**config.mk**
```make
export PLATFORM = sky130hd
export DESIGN_NAME = ltl_monitor_cluster
export DESIGN_NICKNAME = d
export VERILOG_FILES = /design/src/rtl/ltl_monitor_cluster.sv
export SDC_FILE = /design/constraint.sdc
export NUM_CORES = 1
export LEC_CHECK = 0
export CAP_MARGIN = 5
export CORE_UTILIZATION = 54
export CTS_CLUSTER_SIZE = 30
export DETAILED_ROUTE_END_ITERATION = 8
export PLACE_DENSITY = 0.84
export SLEW_MARGIN = 15
export SYNTH_ARGS = -nofsm -noshare
export SYNTH_HDL_FRONTEND = slang
export SYNTH_SLANG_ARGS = --single-unit
```
**constraint.sdc**
```tcl
create_clock -name clk -period 7.72 [get_ports clk]
set_input_delay 2.316 -clock clk [delete_from_list [all_inputs] [get_ports clk]]
set_output_delay 2.316 -clock clk [all_outputs]
set_load 0.02 [all_outputs]
```
**src/rtl/ltl_monitor_cluster.sv**
```systemverilog
// Runtime-verification monitor cluster top: registers the trace into the automata stage,
// reduces report lines to per-property verdicts, and tracks violations (sticky, counters, event queue).
module ltl_monitor_cluster #(
  parameter int NUM_PROPS        = 9,
  parameter int REPORTS_PER_PROP = 4,
  parameter int SYM_W            = 8,
  parameter int CNT_W            = 16,
  parameter int TS_W             = 32,
  parameter int FIFO_DEPTH       = 8,
  parameter int PID_W            = (NUM_PROPS > 1) ? $clog2(NUM_PROPS) : 1
) (
  input  logic                                 clk,
  input  logic                                 reset,
  input  logic                                 run,
  input  logic [SYM_W-1:0]                     symbols,
  output logic [SYM_W-1:0]                     stage_symbols,
  output logic                                 stage_run,
  input  logic [NUM_PROPS*REPORTS_PER_PROP-1:0] stage_reports,
  input  logic [NUM_PROPS-1:0]                 prop_mask,
  input  logic                                 clear,
  output logic [NUM_PROPS-1:0]                 ltl_out,
  output logic [NUM_PROPS-1:0]                 ltl_sticky,
  output logic                                 evt_valid,
  input  logic                                 evt_ready,
  output logic [NUM_PROPS-1:0]                 evt_props,
  output logic [TS_W-1:0]                      evt_ts,
  output logic                                 evt_overflow,
  input  logic [PID_W-1:0]                     cnt_sel,
  output logic [CNT_W-1:0]                     cnt_value
);

  localparam int PTR_W = $clog2(FIFO_DEPTH);
  localparam int EVT_W = NUM_PROPS + TS_W;

  function automatic logic [CNT_W-1:0] sat_inc(input logic [CNT_W-1:0] v);
    return (&v) ? v : v + 1'b1;
  endfunction

  // Stage p0 -> p1: trace symbol and step enable into the automata stage
  always_ff @(posedge clk) begin
    if (reset) begin
      stage_symbols <= '0;
      stage_run     <= 1'b0;
    end else begin
      stage_run <= run;
      if (run) stage_symbols <= symbols;
    end
  end

  logic [NUM_PROPS-1:0] fire;
  always_comb begin
    fire = '0;
    for (int p = 0; p < NUM_PROPS; p++)
      fire[p] = (|stage_reports[p*REPORTS_PER_PROP +: REPORTS_PER_PROP]) & prop_mask[p] & stage_run;
  end

  logic [TS_W-1:0] ts;

  // Stage p1 -> p2: verdicts, sticky flags and the trace-step timestamp
  always_ff @(posedge clk) begin
    if (reset) begin
      ltl_out    <= '0;
      ltl_sticky <= '0;
      ts         <= '0;
    end else begin
      ltl_out    <= fire;
      ltl_sticky <= clear ? fire : (ltl_sticky | fire);
      if (stage_run) ts <= ts + 1'b1;
    end
  end

  logic [CNT_W-1:0] cnt [NUM_PROPS];

  always_ff @(posedge clk) begin
    if (reset) begin
      for (int p = 0; p < NUM_PROPS; p++) cnt[p] <= '0;
    end else begin
      for (int p = 0; p < NUM_PROPS; p++) begin
        if (clear)        cnt[p] <= CNT_W'(fire[p]);
        else if (fire[p]) cnt[p] <= sat_inc(cnt[p]);
      end
    end
  end

  // Out-of-range selects fall through to zero
  logic [CNT_W-1:0] cnt_mux;
  always_comb begin
    cnt_mux = '0;
    for (int p = 0; p < NUM_PROPS; p++)
      if (cnt_sel == PID_W'(p)) cnt_mux = cnt[p];
  end

  always_ff @(posedge clk) begin
    if (reset) cnt_value <= '0;
    else       cnt_value <= cnt_mux;
  end

  logic [EVT_W-1:0] mem [FIFO_DEPTH];
  logic [PTR_W:0]   wr_ptr, rd_ptr;
  logic             empty, full, push_req, pop, push_ok, drop;

  assign empty    = (wr_ptr == rd_ptr);
  assign full     = (wr_ptr[PTR_W] != rd_ptr[PTR_W]) &&
                    (wr_ptr[PTR_W-1:0] == rd_ptr[PTR_W-1:0]);
  assign push_req = |fire;
  assign pop      = !empty && evt_ready;
  // A simultaneous pop frees the slot, so a push into a full queue still lands
  assign push_ok  = push_req && (!full || pop);
  assign drop     = push_req && full && !pop;

  always_ff @(posedge clk) begin
    if (push_ok) mem[wr_ptr[PTR_W-1:0]] <= {fire, ts};
  end

  always_ff @(posedge clk) begin
    if (reset) begin
      wr_ptr       <= '0;
      rd_ptr       <= '0;
      evt_overflow <= 1'b0;
    end else begin
      if (push_ok) wr_ptr <= wr_ptr + 1'b1;
      if (pop)     rd_ptr <= rd_ptr + 1'b1;
      if (clear)     evt_overflow <= drop;
      else if (drop) evt_overflow <= 1'b1;
    end
  end

  assign evt_valid           = !empty;
  assign {evt_props, evt_ts} = empty ? '0 : mem[rd_ptr[PTR_W-1:0]];

endmodule

```
==> metrics.md <==
| Metric | Value |
|---|---|
| Residual DRC count | 0 |
| Synth async-reset ratio | 0% |
| Hold WC Path Type | reg2reg |
| Final core utilization | 63.97% |
| GRT Resource Usage Total | 24.64% |
| Avg Inst Size Synth | 14.14 µm² |
| Met3 usage | 3.822% |
| EDFF count, synth | 472 |
| Fmax | 169.3 MHz |
| Mapped Cells | 1730 |
| Vias per cell | 6.107 |
| Crit path max fanout | 49 |
| Final period util | 76.50% |
| Synth warnings | 0 |
| CTS buffer count | 54 |
| Maximum vdd drop | 0.2270 mV |
| Syn Nets | 1804 |
| Netlist Area Pre-Place | 24470 µm² |
| Clk sinks | 559 |
| RSZ-0062 raised after global routing | no |
| Fill cell count | 2986 |
| Data required time of the worst path | 5.40 ns |
| Worst-path clk slew | 0.07 ns |
| Pin count of the biggest net entering global routing | 71 |
| Post-synthesis sequential area ratio | 65.04% |
| Crit Path Category | reg2out |
| Number of register bits inferred by synthesis | 559 |
| Commonest non-fill, non-tap cell in the layout | edfxtp_1 |
| Gr ovfl total | 0 |
| Reg2reg start | stage_run |
| Routed len/inst | 22.55 µm |
| ANT cells | 0 |
| Register area | 15920 µm² |
| Slew @ Worst Pin | 1.106 ns |
| Min cycle time layout | 5.906 ns |
| Clk buf depth | 3 |
| Final GP Congestion | 0.9417 |
| Global-route wire length before repair | 87430 µm |
| Max Cap Viol | 0 |
| Syn-to-layout area delta | 16.11% |
| Area occupied by multi-input gates | 8155 µm² |
| Slowest CP cell | dfxtp_4 |
| Final setup viols | 0 |
| Final hold violation count | 0 |
| Die W | 214.9 µm |
| Worst EP arrival | 3.59 ns |
| Final wirelength | 56550 µm |
| Starting density of the core | 55.09% |
| Initial DRC count | 1628 |
| Post-CTS Repair Setup Buffers | 0 |
| Synth unique cells | 59 |
| Top cells by area, synth | edfxtp_1 (58%), mux4_2 (8.7%), dfxtp_1 (7.1%) |
| Hold Buf Count CTS | 0 |
| TNS Setup | 0 ns |
| Core area | 44410 µm² |
| Antenna violations before repair | 0 |
| Smallest hold slack | 0.4579 ns |
| Vias in the first global route | 15140 |
| Slew Limit Fails | 0 |
| Row cnt | 77 |
| Post-Layout Inst Area | 28410 µm² |
| Proportion of netlist area held by the largest area contributor | 57.93% |
| CP startpoint kind | flop |
| Die Area | 46170 µm² |
| Met1 Resource Use GR | 33.14% |
| Top-Level Pins | 148 |
| Total number of vias | 15320 |
| Status | finished, final reports clean |
| Cts repair resizes | 0 |
| P per Cell Area | 272.8 nW/µm² |
| Worst slack, placed | 2.233 ns |
| Nets | 1944 |
| H-tree depth | 2 |
| Post-route ant nets | 0 |
| Worst path max stage delay | 1.02 ns |
| Critical Path, Cell by Cell | buf_12, mux4_2, mux2i_1, nor2_1, clkdlybuf4s50_1 |
| Pre-Repair DR Iteration Count | 6 |
| Most frequent cells in the layout | edfxtp_1 (472), nor2_1 (253), clkdlybuf4s50_1 (146), mux4_2 (95), dfxtp_1 (84) |
| TritonCTS clock tree | built |
| Post-DP HPWL | 34890 µm |
| Final setup margin | 1.814 ns |
| Endpoint class of the critical path | primary output |
| Min-delay src | ltl_sticky[0] |
| Area after DPL | 26540 µm² |
| # port buffers | 147 |
| Post-synth top area cell | edfxtp_1 |
| Max transition margin | 26.28% |
| Main synth FF type | edfxtp_1 |
| Die Height | 214.9 µm |
| Root Buffer | clkbuf_16 |
| Most Crowded Layer GR | met2 |
| Leak | 0.009361 µW |
| Met2 GRT Util | 41.36% |
| Share of post-route cells with drive strength above 1 | 12.42% |
| Clock insertion delay at the later pin of the skew report | 0.64 ns |
| Worst setup skew after layout | 0.04978 ns |
## state kept, by name (all words and copies together) (netlist names), named ones only
| signal | flops |
|---|---|
| cnt | 144 |
| cnt_value | 16 |
| evt_overflow | 1 |
| ltl_out | 9 |
| ltl_sticky | 9 |
| mem | 328 |
| rd_ptr | 4 |
| stage_run | 1 |
| stage_symbols | 8 |
| ts | 32 |
| wr_ptr | 4 |
## path summary, 6_finish.rpt
check	endpoint	slack, ns	cells past startpoint
max reg2reg	mem[6][24]	4.38	7
min	ltl_sticky[0]	0.46	2
min reg2reg	ltl_sticky[0]	0.46	2
max	evt_props[6]	1.81	5
## cell families after synthesis
family          count (synthesis)  share of synthesized area (%)
xor+xnor                      137                          4.904
buf+inv                       111                          1.805
mux                           167                          11.73
fa+ha+maj                      12                         0.6136
simple gates                  591                          11.93
compound gates                153                          3.978
flops                         559                          65.04
## cell usage after synthesis, drive strengths merged, types with 19 or more instances
master / count
and3: 41
mux2i: 65
nand4: 32
nand2: 72
nor3: 19
edfxtp: 472
xnor2: 69
nor2: 254
mux4: 95
dfxtp: 87
or3: 30
buf: 29
a21oi: 42
inv: 30
nand3: 71
clkbuf: 52
o21ai: 34
xor2: 68
## metrics by stage
stage	power [µW]	std cells
2_1_floorplan	4528	1730
4_1_cts	7803	2508
6_report	7750	2508
3_3_place_gp	5038	2406
3_5_place_dp	5082	2406
5_1_grt	8009	2508
## metal layers
| layer | wire [µm] | vias to the layer above |
|---|---|---|
| met5 | 0 | - |
| met4 | 1668 | 0 |
| met3 | 4701 | 117 |
| met2 | 28080 | 805 |
| met1 | 22100 | 7570 |
| li1 | - | 6825 |
## worst max-delay path, delay by kind of cell, from the launching register on
kind / cells / cell delay [ns]
buffers and inverters: 2 / 0.95
multiplexers: 2 / 0.89
AND/OR/NAND/NOR: 1 / 0.08
flip-flops: 1 / 1.02
## layout make-up
cell class | instances | area share, %
sequential | 559 | 56.05
timing repair buffer | 165 | 5.690
clock buffer | 69 | 5.170
multi-input combinational | 1060 | 28.70
inverter | 30 | 0.3964
tap | 592 | 2.607
clock inverter | 33 | 1.383
## where the power goes
part | total, µW | switching, µW | internal (µW)
Sequential | 3630 | 191 | 3440
Clock | 2720 | 1180 | 1540
Combinational | 1400 | 716 | 681
Total | 7750 | 2090 | 5660
Power figures use the tool's default switching activity.
